File: config.mk
export PLATFORM = sky130hd
export DESIGN_NAME = intr_ctrl
export DESIGN_NICKNAME = d
export VERILOG_FILES = /design/src/rtl/intr_ctrl.sv
export SDC_FILE = /design/constraint.sdc
export NUM_CORES = 1
export LEC_CHECK = 0
export ABC_CLOCK_PERIOD_IN_PS = 4100
export CORE_ASPECT_RATIO = 1.25
export CORE_MARGIN = 3
export CORE_UTILIZATION = 48
export DETAILED_ROUTE_END_ITERATION = 8
export GPL_TIMING_DRIVEN = 0
export PLACE_DENSITY_LB_ADDON = 0.25
export SLEW_MARGIN = 20
export SYNTH_ARGS = -nofsm -noshare
export SYNTH_HDL_FRONTEND = slang
export SYNTH_SLANG_ARGS = --single-unit
File: constraint.sdc
create_clock -name clk -period 4.1 [get_ports clk]
set_clock_uncertainty 0.15 [all_clocks]
set_input_delay 0.82 -clock clk [delete_from_list [all_inputs] [get_ports clk]]
set_output_delay 0.82 -clock clk [all_outputs]
set_load 0.01 [all_outputs]
File: src/rtl/intr_ctrl.sv
// Fast interrupt controller: edge-latched requests, fixed-priority arbitration,
// pipeline drain/flush, vector redirect and mret return to the saved PC.
module intr_ctrl #(
  parameter int          NUM_IRQ      = 8,
  parameter int          ID_W         = 3,
  parameter logic [31:0] VEC_BASE     = 32'h0000_0100,
  parameter int          VEC_STRIDE   = 4,
  parameter int          FLUSH_CYCLES = 3
) (
  input  logic               clk,
  input  logic               resetn,
  input  logic [NUM_IRQ-1:0] irqIn,
  input  logic [NUM_IRQ-1:0] irqEnable,
  input  logic               globalIntEn,
  input  logic               mretD,
  input  logic [31:0]        pcD,
  output logic               flushPipe,
  output logic               stallF,
  output logic               redirectValid,
  output logic [31:0]        redirectPc,
  output logic [31:0]        mepcOut,
  output logic               intrActive,
  output logic [ID_W-1:0]    intrId,
  output logic [NUM_IRQ-1:0] irqAck
);

  localparam int CNT_W = (FLUSH_CYCLES > 1) ? $clog2(FLUSH_CYCLES) : 1;

  typedef enum logic [2:0] {IDLE, FLUSH, REDIRECT, HANDLER, RETURN} state_t;

  state_t             state, state_next;
  logic [CNT_W-1:0]   cnt, cnt_next;
  logic [NUM_IRQ-1:0] pending, pending_next, irq_prev, candidate;
  logic [ID_W-1:0]    sel;
  logic               sel_valid;
  logic [31:0]        mepc;

  assign mepcOut = mepc;

  // Downward scan so the lowest candidate index is the last one written.
  always_comb begin
    candidate = pending & irqEnable;
    sel       = '0;
    sel_valid = 1'b0;
    for (int i = NUM_IRQ - 1; i >= 0; i--) begin
      if (candidate[i]) begin
        sel       = ID_W'(i);
        sel_valid = 1'b1;
      end
    end
  end

  // irqAck is non-zero only during REDIRECT; a same-cycle new edge re-sets the bit.
  assign pending_next = (pending & ~irqAck) | (irqIn & ~irq_prev);

  always_comb begin
    state_next = state;
    cnt_next   = cnt;
    case (state)
      IDLE: begin
        if (globalIntEn && sel_valid) begin
          state_next = FLUSH;
          cnt_next   = CNT_W'(FLUSH_CYCLES - 1);
        end
      end
      FLUSH: begin
        if (cnt == '0) state_next = REDIRECT;
        else           cnt_next   = cnt - CNT_W'(1);
      end
      REDIRECT: state_next = HANDLER;
      HANDLER:  if (mretD) state_next = RETURN;
      RETURN:   state_next = IDLE;
      default:  state_next = IDLE;
    endcase
  end

  // Outputs are registered from the next state so they align with the state register.
  always_ff @(posedge clk or negedge resetn) begin
    if (!resetn) begin
      state         <= IDLE;
      cnt           <= '0;
      pending       <= '0;
      irq_prev      <= '0;
      mepc          <= '0;
      intrId        <= '0;
      flushPipe     <= 1'b0;
      stallF        <= 1'b0;
      redirectValid <= 1'b0;
      redirectPc    <= '0;
      intrActive    <= 1'b0;
      irqAck        <= '0;
    end else begin
      state    <= state_next;
      cnt      <= cnt_next;
      irq_prev <= irqIn;
      pending  <= pending_next;
      if (state == IDLE && state_next == FLUSH) begin
        intrId <= sel;
        mepc   <= pcD;
      end
      flushPipe     <= state_next inside {FLUSH, REDIRECT, RETURN};
      stallF        <= (state_next == FLUSH);
      redirectValid <= state_next inside {REDIRECT, RETURN};
      intrActive    <= state_next inside {HANDLER, RETURN};
      irqAck        <= (state_next == REDIRECT) ? (NUM_IRQ'(1) << intrId) : '0;
      case (state_next)
        REDIRECT: redirectPc <= VEC_BASE + 32'(intrId) * 32'(VEC_STRIDE);
        RETURN:   redirectPc <= mepc;
        default:  redirectPc <= '0;
      endcase
    end
  end

endmodule

Word level (Yosys, flattened, before mapping). Cells that the tools add are included.

Output and inout port bits: 79. Register bits after elaboration: 100. Bits of input ports: 52. Logic and storage cells: 64.

Equality and inequality tests: 9. Bitwise logic cells: 6. Reduce and logical (&&, ||, !) cells: 9. Muxes and demuxes: 25. Shift-type cells: 1. $add $sub $neg: 2.

Operators by type and width (number): 32-bit one-hot mux with 2 select lines (1); 3-bit 2-to-1 mux (11); 8-bit AND (3); 8-bit NOT (2); 3-bit by 2-bit equality test with 1-bit output, second input constant (4); 3-bit one-hot mux with 4 select lines (1); 9-bit by 5-bit adder with 10-bit output, first input constant (1); 1-bit 2-to-1 mux (8); 8-bit 2-to-1 mux (1); 8-bit OR (1); 1-bit by 3-bit left shift with 8-bit output, first input constant (1); 3-bit by 1-bit equality test with 1-bit output, second input constant (2); 2-bit nonzero test (3); 2-bit 2-to-1 mux (2); 2-bit != test, second input constant (2); 2-bit one-hot mux with 2 select lines (1); 3-bit equality test, second input constant (1); 3-bit zero test (1); 3-bit AND reduction (1); 3-bit nonzero test (1); 1-bit logical AND (2); 2-bit zero test (1); 2-bit by 1-bit subtractor with 2-bit output, second input constant (1).

Longest topological paths before layout. Gate-level depths: netlist (run 1).

Word-level depth: 14. Depth in mapped cells: 6.

Worst setup path after synthesis (run 1). No wires, ideal clock.

Path type: input port to flip-flop. Start point: input port irqEnable[3]. End point: register mepc[16] (netlist: mepcOut[16]). Data required time: 3.825 ns. Path buffers: 2. Arrival time: 1.904 ns. Slack: 1.921 ns. Setup time: 0.125 ns. Stages on the path: 6. Cell sequence: a22oi_1 -> nand2_1 -> o21ai_2 -> buf_6 -> buf_6 -> mux2_4.

Word-level cells in the longest chain between the ends: 10.

Ends and longest elaborated chain: start, declared (line 13) `input logic [NUM_IRQ-1:0] irqEnable,`; 8-bit AND (line 42) `candidate = pending & irqEnable;`; 1-bit 2-to-1 mux (4 in series) (line 46) `if (candidate[i]) begin`; 1-bit logical AND (line 61) `if (globalIntEn && sel_valid) begin`; 3-bit 2-to-1 mux (line 61); 3-bit one-hot mux with 4 select lines (line 59) `case (state)`; 3-bit by 1-bit equality test with 1-bit output (line 97) `if (state == IDLE && state_next == FLUSH) begin`; 1-bit logical AND (line 97); end signal, assigned (line 99) `mepc <= pcD;`; end, declared (line 36) `logic [31:0] mepc;`.

Every way passes these cells. A chain may end at the register's enable or synchronous reset.

Worst setup path after layout (run 1).
Start point: input port irqEnable[3]. End point: register mepc[9] (netlist: mepcOut[9]).

Same word-level chain as after synthesis.

==> out/results.ini, run 1 <==
[cts]
clk_latency_ps = 350
cts_setup_buffers = 0
cts_hold_buf = 0
cts_buffers = 9
cts_buffer_depth = 2
htree_num_levels = 3
cts.clk_slew.worst_paths_ps = 100
clock_sinks = 100
cts_tree = built
cts-root-buf = clkbuf_8
cts_resized = 0

[timing]
maxSlewHeadroom_pct = 74.9
worst_pin_slew_ps = 376
min_period_ps = 2480
slew_viol_final = 0
fin_crit_sh_pct = 60.4
rsz0062_at_grt = false
setup_viol = 0
max_freq_mhz = 404
hold_violations = 0

[critical_path]
slowest_delay_ps = 430
path_delay_family = buffers and inverters
crit_required_ps = 4180
path_buf_inv = 2
path_class = input pin to register
cp_max_fo = 10
critPathLaunchType = input pin
worstPathArrival_ps = 2560
endpoint = mepcOut[9]
reg2reg_depth = 5
rr_endpoint = mepcOut[9]
setup.worst_path.end_class = register
slowest_stage = clkdlybuf4s50_1
r2r_setup_slack_ps = 2110
crit_start = irqEnable[3]
worstSetupPathDepth = 6
path_cells = clkdlybuf4s50_1 -> a22oi_1 -> nand2_1 -> o21ai_2 -> buf_2 -> mux2_2
r2r-start = pending[7]

[floorplan]
dieArea_mm2 = 0.00864
fp.dieH_um = 103
rows = 34
num_io_pins = 131
core_area_mm2 = 0.00715
die_w_um = 83.7
initial_core_util_pct = 50.7

[synthesis]
synth_area_leader_cell = dfrtp_1
synth-seq-cells = 100
syn_nets = 308
syn_area_per_cell_um2 = 14.2
post_synth_num_cell_types = 29
yosysWarnings = 0
synth.area.top_cells = dfrtp_1 (69%), mux2_4 (6.2%), mux2_2 (5.6%), and2_1 (5.2%), inv_1 (2.1%)
yosys.area.top_type_share_pct = 69.0
synthesis.area_mm2 = 0.00362
ys_seq_area_share_pct = 69.0
postSynthCellCount = 255

[grt]
grt_max_degree = 62
grt_overflow = 0
first_global_vias = 2559
grt_busiest_layer = met2
grt_pass1_wl_mm = 12.8
track_usage_pct = 19.4
antenna_found_initial = 0
grtUsageMet1_pct = 20.9
grt_use_met2_pct = 35.3
met3_usage_pct = 6.55

[finish]
diodes = 0
fin_nets = 450
final_util_pct = 73.8
final_layout_size_suffix_gt1_share_pct = 14.4
final_area_mm2 = 0.00528
fillCellCount = 478
area_growth_pct = 45.6

[detailed_routing]
wl_mm = 8.09
detail-route-antenna-nets = 0
wl_per_cell_um = 16.4
vias_per_cell = 4.85
via_count = 2387
dr.pass1.iters = 8
drt_iter0_drc = 70
drc = 0

[job]
drv_cap = 0

[power]
powerDensity_mw_per_mm2 = 647
ir_worst_vdd_mv = 0.432
p_leak_nw = 2.48

[place]
io_buffers = 130
dp.final_hpwl_mm = 6.11
placed_cell_area_mm2 = 0.00507
place_congestion = 0.861

[hold_path]
min_path_type = input pin to async pin

[status]
outcome = finished, final reports clean

[cell type report]
class	instances	area [um^2]	area share, %
timing repair buffer	131	1330	25.2
tap	90	113	2.13
multi-input combinational	128	996	18.9
sequential	100	2500	47.4
clock inverter	5	58.8	1.11
buffer	7	51.3	0.972
inverter	20	75.1	1.42
clock buffer	11	151	2.87
[worst min-delay path by stage]
stage	cells after the start	endpoint	startpoint
2_1_floorplan	1	pending[0]	irq_prev[0]
3_3_place_gp	1	pending[1]	irq_prev[1]
3_5_place_dp	1	pending[1]	irq_prev[1]
4_1_cts	1	irqAck[6]	resetn
5_1_grt	1	stallF	resetn
6_report	1	mepcOut[28]	resetn
[metrics by stage]
step / hold slack (ps) / setup TNS (ps) / std cells / worst slack [ps] / total power, mW
global placement: 255 / -156000 / 475 / -1570 / 2.75
detailed placement: 264 / 0 / 476 / 1240 / 2.81
global route: 218 / 0 / 492 / 1540 / 3.61
finish: 216 / 0 / 492 / 1620 / 3.42
CTS: 210 / 0 / 492 / 1620 / 3.46
floorplan: 249 / 0 / 255 / 1920 / 2.08
[registers in the layout, summed over array words and instances (netlist names)]
name,flops
mepcOut,32
redirectPc,32
irqAck,8
irq_prev,8
pending,8
intrId,3
state,3
cnt,2
flushPipe,1
intrActive,1
redirectValid,1
stallF,1
[layout by cell type, fill, tap and decap left out, types with 2 or more instances in the layout]
master and count:
a32oi_1 2, nor2_1 8, nand2_1 17, mux2_2 18, clkbuf_8 11, buf_2 2, clkinvlp_4 2, nand2b_1 3
clkdlybuf4s50_1 129, a21oi_1 4, dfrtp_1 100, mux2_4 15, nor3_1 2, nand3_1 3, inv_1 20, and2_1 30
buf_6 4, o22ai_1 9, a22o_1 2, a22oi_1 4, clkbuf_1 2
[Yosys cell counts]
library cell	number
clkbuf_1	2
nor4b_4	1
and3_1	1
o21ai_2	1
buf_6	3
inv_1	20
mux2_4	15
a21o_1	1
and2_1	30
nand4_1	1
a22oi_1	4
dfrtp_1	100
a221o_1	1
o22ai_1	9
mux2_2	18
nand3_1	3
nand3b_1	1
o211ai_1	1
nand2_1	17
a21oi_1	4
a32oi_1	2
buf_2	2
nor3_1	2
o21ai_0	1
nor2b_1	1
ha_1	1
nor2_1	8
a22o_1	2
nand2b_1	3
[report_power, final]
part	leakage, nW	internal (mW)	switching (mW)
Clock	0.102	0.317	0.322
Combinational	1.13	0.793	0.504
Sequential	1.24	1.28	0.205
[per-layer routing]
metal | vias up | wire (um)
met1 | 1151 | 3030
li1 | 1137 | -
met2 | 89 | 4330
met3 | 10 | 619
met4 | 0 | 113
met5 | - | 0
[cells by family (layout without fill, tap and decap cells)]
family | Yosys count | after routing | share of synthesized area (%)
flops | 100 | 100 | 69.0
fa+ha+maj | 1 | 1 | 0.345
buf+inv | 27 | 174 | 3.49
compound gates | 26 | 26 | 4.97
mux | 33 | 33 | 11.8
simple gates | 68 | 68 | 10.4
(Power assumes the default switching activity.)
==> run 2, diff against run 1 <==
--- a/config.mk
+++ b/config.mk
@@ -5,10 +5,10 @@
 export SDC_FILE = /design/constraint.sdc
 export NUM_CORES = 1
 export LEC_CHECK = 0
-export ABC_CLOCK_PERIOD_IN_PS = 4100
+export ABC_CLOCK_PERIOD_IN_PS = 2500
 export CORE_ASPECT_RATIO = 1.25
 export CORE_MARGIN = 3
-export CORE_UTILIZATION = 48
+export CORE_UTILIZATION = 44
 export DETAILED_ROUTE_END_ITERATION = 8
 export GPL_TIMING_DRIVEN = 0
 export PLACE_DENSITY_LB_ADDON = 0.25
==> constraint.sdc (replaced) <==
create_clock -name clk -period 2.5 [get_ports clk]
set_clock_uncertainty 0.15 [all_clocks]
set_input_delay 0.5 -clock clk [delete_from_list [all_inputs] [get_ports clk]]
set_output_delay 0.5 -clock clk [all_outputs]
set_load 0.01 [all_outputs]
==> run 2 against run 1 <==
Compared with the run above:
- setup slack worse by 1300 ps
- highest routed layer unchanged
- critical path type unchanged
- power up 59%
- hold slack better by 56 ps
- sequential cell count unchanged
- cell count up 0.81%
- critical path depth up 1
- sequential share of layout area up 0.34 points
- non-clock buffer count up 1
- sequential power up 64%
- critical endpoint is now mepcOut[20]
- final area down 0.71%
- via count up 0.71%
- combinational power up 63%
- largest cell class unchanged
==> out/results.ini, run 2 (synthesis results as in run 1) <==
[place]
place_congestion = 0.721  ; was 0.861
io_buffers = 130  ; unchanged
dp.final_hpwl_mm = 5.77  ; was 6.11 mm

[finish]
final_layout_size_suffix_gt1_share_pct = 13.7  ; was 14.4%
area_growth_pct = 44.6  ; was 45.6%
final_cell_mix = clkdlybuf4s50_1 (129), dfrtp_1 (100), and2_1 (30), inv_1 (20), mux2_2 (18)  ; unchanged
fillCellCount = 624  ; was 478
fin_nets = 451  ; was 450
layout_commonest_cell = clkdlybuf4s50_1  ; unchanged
diodes = 0  ; unchanged

[detailed_routing]
wl_mm = 7.96  ; was 8.09 mm
drc = 0  ; unchanged
via_count = 2404  ; was 2387
detail-route-antenna-nets = 0  ; unchanged
dr.pass1.iters = 4  ; was 8
drt_iter0_drc = 51  ; was 70
wl_per_cell_um = 16.1  ; was 16.4 um
vias_per_cell = 4.85  ; about the same

[grt]
antenna_found_initial = 0  ; unchanged
grt_max_degree = 62  ; unchanged
grt_pass1_wl_mm = 13.1  ; was 12.8 mm
grtUsageMet1_pct = 22.2  ; was 20.9%
grt_overflow = 0  ; unchanged
first_global_vias = 2675  ; was 2559
grt_busiest_layer = met2  ; unchanged
grt_use_met2_pct = 29.1  ; was 35.3%
met3_usage_pct = 6.20  ; was 6.55%
track_usage_pct = 18.5  ; was 19.4%

[critical_path]
cp_max_fo = 10  ; unchanged
setup.worst_path.end_class = register  ; unchanged
path_class = input pin to register  ; unchanged
crit_required_ps = 2600  ; was 4180 ps
worstPathArrival_ps = 2230  ; was 2560 ps
critPathLaunchType = input pin  ; unchanged

[timing]
setup_viol = 0  ; unchanged
worst_pin_slew_ps = 385  ; was 376 ps
min_period_ps = 2130
whs_ps = 272  ; was 216 ps
maxSlewHeadroom_pct = 74.4  ; was 74.9%
rsz0062_at_grt = false  ; unchanged
fin_crit_sh_pct = 85.3
slew_viol_final = 0  ; unchanged
max_freq_mhz = 469
hold_violations = 0  ; unchanged
finalSetupTns_ps = 0  ; unchanged

[power]
clockPowerShare_pct = 16.2  ; was 18.7%
ir_worst_vdd_mv = 0.735  ; was 0.432 mV
switchingPower_mw = 1.65  ; was 1.03 mW
p_leak_nw = 2.47  ; was 2.48 nW
p_comb_share_pct = 39.1  ; was 38.0%
switching_share_pct = 30.5  ; was 30.2%
power_frac_seq_pct = 44.6  ; was 43.3%
powerDensity_mw_per_mm2 = 1030  ; was 647 mW/mm^2
power.internal_mw = 3.77  ; was 2.39 mW

[floorplan]
dieArea_mm2 = 0.00937  ; was 0.00864 mm^2
rows = 36  ; was 34
die_w_um = 87.2  ; was 83.7 um
core_area_mm2 = 0.00793  ; was 0.00715 mm^2
fp.dieH_um = 107  ; was 103 um
num_io_pins = 131  ; unchanged
initial_core_util_pct = 45.7  ; was 50.7%

[cts]
cts_buffer_depth = 2  ; unchanged
cts_resized = 0  ; unchanged
htree_num_levels = 3  ; unchanged
cts.clk_slew.worst_paths_ps = 90  ; was 100 ps
cts-root-buf = clkbuf_8  ; unchanged
clock_sinks = 100  ; unchanged
cts_buffers = 9  ; unchanged
clk_latency_ps = 360  ; was 350 ps
cts_tree = built  ; unchanged

[hold_path]
min_path_type = register to register  ; was input pin to async pin

[job]
drv_cap = 0  ; unchanged

[status]
outcome = finished, final reports clean  ; unchanged

run 2: stage by stage:
stage	utilization, %	total power [mW]	setup WS (ps)	std cells	cell area (um^2)
3_3_place_gp	63.6	4.52	-2870	480	5040
4_1_cts	66.1	5.50	368	496	5240
6_report	66.1	5.42	369	496	5240
5_1_grt	66.1	5.76	239	496	5240
3_5_place_dp	64.0	4.59	-11.6	481	5070
2_1_floorplan	-	3.42	641	255	3620
run 2: per-layer routing:
metal / share of wire, % / up-vias / wire [um]
li1: - / 1128 / -
met1: 40 / 1168 / 3200
met2: 48 / 90 / 3850
met3: 8.7 / 18 / 692
met4: 2.7 / 0 / 214
met5: 0 / - / 0
run 2: worst paths after layout:
path                              start             end  slack, ps  cells after the start
min in group asynchronous        resetn   redirectValid        450                      2
max                        irqEnable[7]     mepcOut[20]        370                      7
max in group asynchronous        resetn  redirectPc[10]       1140                      3
min                         irq_prev[7]      pending[7]        270                      1
max reg2reg                  pending[7]     mepcOut[20]        520                      6
min reg2reg                 irq_prev[7]      pending[7]        270                      1
run 2: power by group through the flow:
stage	sequential, mW	clock, mW	combinational (mW)
5_1_grt	2.49	0.973	2.30
4_1_cts	2.42	0.913	2.16
3_3_place_gp	2.42	0	2.10
6_report	2.42	0.881	2.12
2_1_floorplan	2.59	0	0.824
3_5_place_dp	2.45	0	2.14
run 2: area by class of cell:
class | count | area (um^2) | area share, %
clock inverter | 3 | 15.0 | 0.287
timing repair buffer | 132 | 1340 | 25.6
buffer | 7 | 51.3 | 0.979
inverter | 20 | 75.1 | 1.43
tap | 95 | 119 | 2.27
multi-input combinational | 128 | 996 | 19.0
clock buffer | 11 | 141 | 2.70
sequential | 100 | 2500 | 47.8
run 2: worst max-delay path, stage by stage:
cell             delay [ps]
clkdlybuf4s50_1         420
a22oi_1                 270
nand2_1                 140
o21ai_2                 190
buf_6                   190
buf_6                   190
mux2_4                  310
run 2: what timing repair did:
item                      in CTS  in global routing
buffers inserted               0                  0
hold endpoints to repair      39                  0
hold buffers                   1                  0
==> run 3, diff against run 2 <==
--- a/config.mk
+++ b/config.mk
@@ -7,9 +7,10 @@
 export LEC_CHECK = 0
 export ABC_CLOCK_PERIOD_IN_PS = 2500
 export CORE_ASPECT_RATIO = 1.25
-export CORE_MARGIN = 3
+export CORE_MARGIN = 2
 export CORE_UTILIZATION = 44
 export DETAILED_ROUTE_END_ITERATION = 8
+export GPL_ROUTABILITY_DRIVEN = 1
 export GPL_TIMING_DRIVEN = 0
 export PLACE_DENSITY_LB_ADDON = 0.25
 export SLEW_MARGIN = 20
==> run 3 against run 2 <==
Compared with the run above:
- clock power increased by 11%
- die area fell by 4.1%
- fmax grew 0.75%
- hold slack got worse by 3.2 ps
- setup slack improved by 16 ps
- non-clock buffer count stayed put
- register-to-register slack gained 20 ps
- first-iteration DRC count down 24%
- cell count grew 0.60%
==> out/results.ini, run 3 (synthesis results as in run 1) <==
[finish]
regArea_mm2 = 0.00250  ; unchanged
final_cell_mix = clkdlybuf4s50_1 (129), dfrtp_1 (100), and2_1 (30), inv_1 (20), mux2_2 (18)  ; unchanged
fillCellCount = 644  ; was 624
area_growth_pct = 45.4  ; was 44.6%
fin_nets = 451  ; unchanged
multi_input_area_um2 = 996  ; unchanged
diodes = 0  ; unchanged
final_layout_size_suffix_gt1_share_pct = 13.7  ; about the same
layout_commonest_cell = clkdlybuf4s50_1  ; unchanged

[floorplan]
rows = 37  ; was 36
die_w_um = 85.2  ; was 87.2 um
initial_core_util_pct = 44.7  ; was 45.7%
num_io_pins = 131  ; unchanged
dieArea_mm2 = 0.00898  ; was 0.00937 mm^2
fp.dieH_um = 105  ; was 107 um
core_area_mm2 = 0.00810  ; was 0.00793 mm^2

[grt]
track_usage_pct = 17.8  ; was 18.5%
antenna_found_initial = 0  ; unchanged
grt_max_degree = 66  ; was 62
grt_overflow = 0  ; unchanged
grt_pass1_wl_mm = 12.3  ; was 13.1 mm
first_global_vias = 2490  ; was 2675

[timing]
rsz0062_at_grt = false  ; unchanged
slew_viol_final = 0  ; unchanged
max_freq_mhz = 473  ; was 469 MHz
min_period_ps = 2120  ; was 2130 ps
maxSlewHeadroom_pct = 73.4  ; was 74.4%
setup_viol = 0  ; unchanged
hold_violations = 0  ; unchanged
worst_pin_slew_ps = 397  ; was 385 ps
fin_crit_sh_pct = 84.6  ; was 85.3%
finalSetupTns_ps = 0  ; unchanged

[place]
io_buffers = 130  ; unchanged
dp.final_hpwl_mm = 5.64  ; was 5.77 mm
place_congestion = 0.747  ; was 0.721

[cts]
clock_sinks = 100  ; unchanged
cts_tree = built  ; unchanged
cts_buffer_depth = 2  ; unchanged
clk_latency_ps = 350  ; was 360 ps
cts_buffers = 9  ; unchanged
cts.clk_slew.worst_paths_ps = 90  ; about the same
htree_num_levels = 3  ; unchanged
cts-root-buf = clkbuf_8  ; unchanged

[power]
p_leak_nw = 2.47  ; about the same
switching_share_pct = 29.9  ; was 30.5%
powerDensity_mw_per_mm2 = 1040  ; was 1030 mW/mm^2
clockPowerShare_pct = 17.7  ; was 16.2%
p_comb_share_pct = 38.4  ; was 39.1%
power_frac_seq_pct = 43.9  ; was 44.6%
ir_worst_vdd_mv = 0.608  ; was 0.735 mV
switchingPower_mw = 1.64  ; was 1.65 mW
p_total_mw = 5.50  ; was 5.42 mW
power.internal_mw = 3.85  ; was 3.77 mW

[critical_path]
rr_endpoint = mepcOut[6]  ; was mepcOut[20]
cp_max_fo = 10  ; unchanged
r2r_setup_slack_ps = 540  ; was 520 ps
reg2reg_depth = 5  ; was 6
path_class = input pin to register  ; unchanged
crit_required_ps = 2590  ; was 2600 ps
worstPathArrival_ps = 2210  ; was 2230 ps
critPathLaunchType = input pin  ; unchanged
setup.worst_path.end_class = register  ; unchanged
r2r-start = pending[7]  ; unchanged

[hold_path]
min_path_type = register to register  ; unchanged
holdPathStages = 1  ; unchanged
hold_end = pending[1]  ; was pending[7]
min_from = irq_prev[1]  ; was irq_prev[7]

[detailed_routing]
drt_iter0_drc = 39  ; was 51
detail-route-antenna-nets = 0  ; unchanged
via_count = 2421  ; was 2404
wl_mm = 7.60  ; was 7.96 mm
wl_per_cell_um = 15.2  ; was 16.1 um
drc = 0  ; unchanged
vias_per_cell = 4.85  ; about the same
dr.pass1.iters = 4  ; unchanged

[job]
drv_cap = 0  ; unchanged

[status]
outcome = finished, final reports clean  ; unchanged

==> run 3: cell count changes in the layout (fill, tap and decap cells not counted) <==
cell / previous run / this run
clkinv_2: 3 / 1
clkbuf_1: 3 / 4
clkinv_4: 0 / 1
clkbuf_8: 10 / 9
clkinvlp_4: 0 / 1
bufinv_16: 0 / 1
==> run 3: power groups by stage <==
stage                     Combinational [mW]  Clock [mW]  Sequential (mW)
after floorplan                        0.824           0             2.59
after global placement                  2.10           0             2.42
after detailed placement                2.13           0             2.45
after CTS                               2.14        1.00             2.42
after global routing                    2.26        1.07             2.49
final                                   2.11       0.974             2.41
==> run 3: through the flow <==
stage | area [um^2] | cells | utilization, % | hold WS, ps | setup slack, ps
after floorplan | 3620 | 255 | - | 54.4 | 641
after global placement | 5050 | 482 | 62.3 | 252 | -2940
after detailed placement | 5080 | 483 | 62.7 | 259 | -23.9
after CTS | 5270 | 499 | 65.0 | 271 | 356
after global routing | 5270 | 499 | 65.0 | 285 | 241
final | 5270 | 499 | 65.0 | 269 | 385
==> run 3: layout make-up <==
type / instances / area share [%]
well taps: 97 / 2.30
clock buffers: 11 / 2.49
repair buffers: 132 / 25.4
flip-flops and latches: 100 / 47.5
inverters: 20 / 1.42
multi-input cells: 128 / 18.9
clock inverters: 4 / 0.974
plain buffers: 7 / 0.974
==> run 3: worst max-delay path by stage <==
stage             endpoint         start  cells past startpoint
2_1_floorplan  mepcOut[16]  irqEnable[3]                      6
3_3_place_gp   mepcOut[12]        resetn                      1
3_5_place_dp    mepcOut[6]  irqEnable[7]                      6
4_1_cts        mepcOut[17]  irqEnable[7]                      7
5_1_grt         mepcOut[6]  irqEnable[7]                      6
6_report        mepcOut[6]  irqEnable[7]                      6
==> run 3: critical path: stages <==
cell and delay, ps:
clkdlybuf4s50_1 430, a22oi_1 260, nand2_1 130, o21ai_2 190
buf_2 320, mux2_2 380
==> run 3: what timing repair did <==
action | in CTS | in global routing
gates resized for setup | 0 | 0
setup endpoints to repair | 0 | 0
hold endpoints to repair | 35 | 0
hold buffers | 1 | 0
setup buffers | 0 | 0
==> run 3: metal layers <==
| layer | vias up | global-route usage (%) | part of all wire, % |
|---|---|---|---|
| li1 | 1130 | - | - |
| met1 | 1200 | 20.8 | 38 |
| met2 | 81 | 30.0 | 52 |
| met3 | 10 | 6.50 | 8.0 |
| met4 | 0 | 6.35 | 1.4 |
| met5 | - | 0 | 0 |
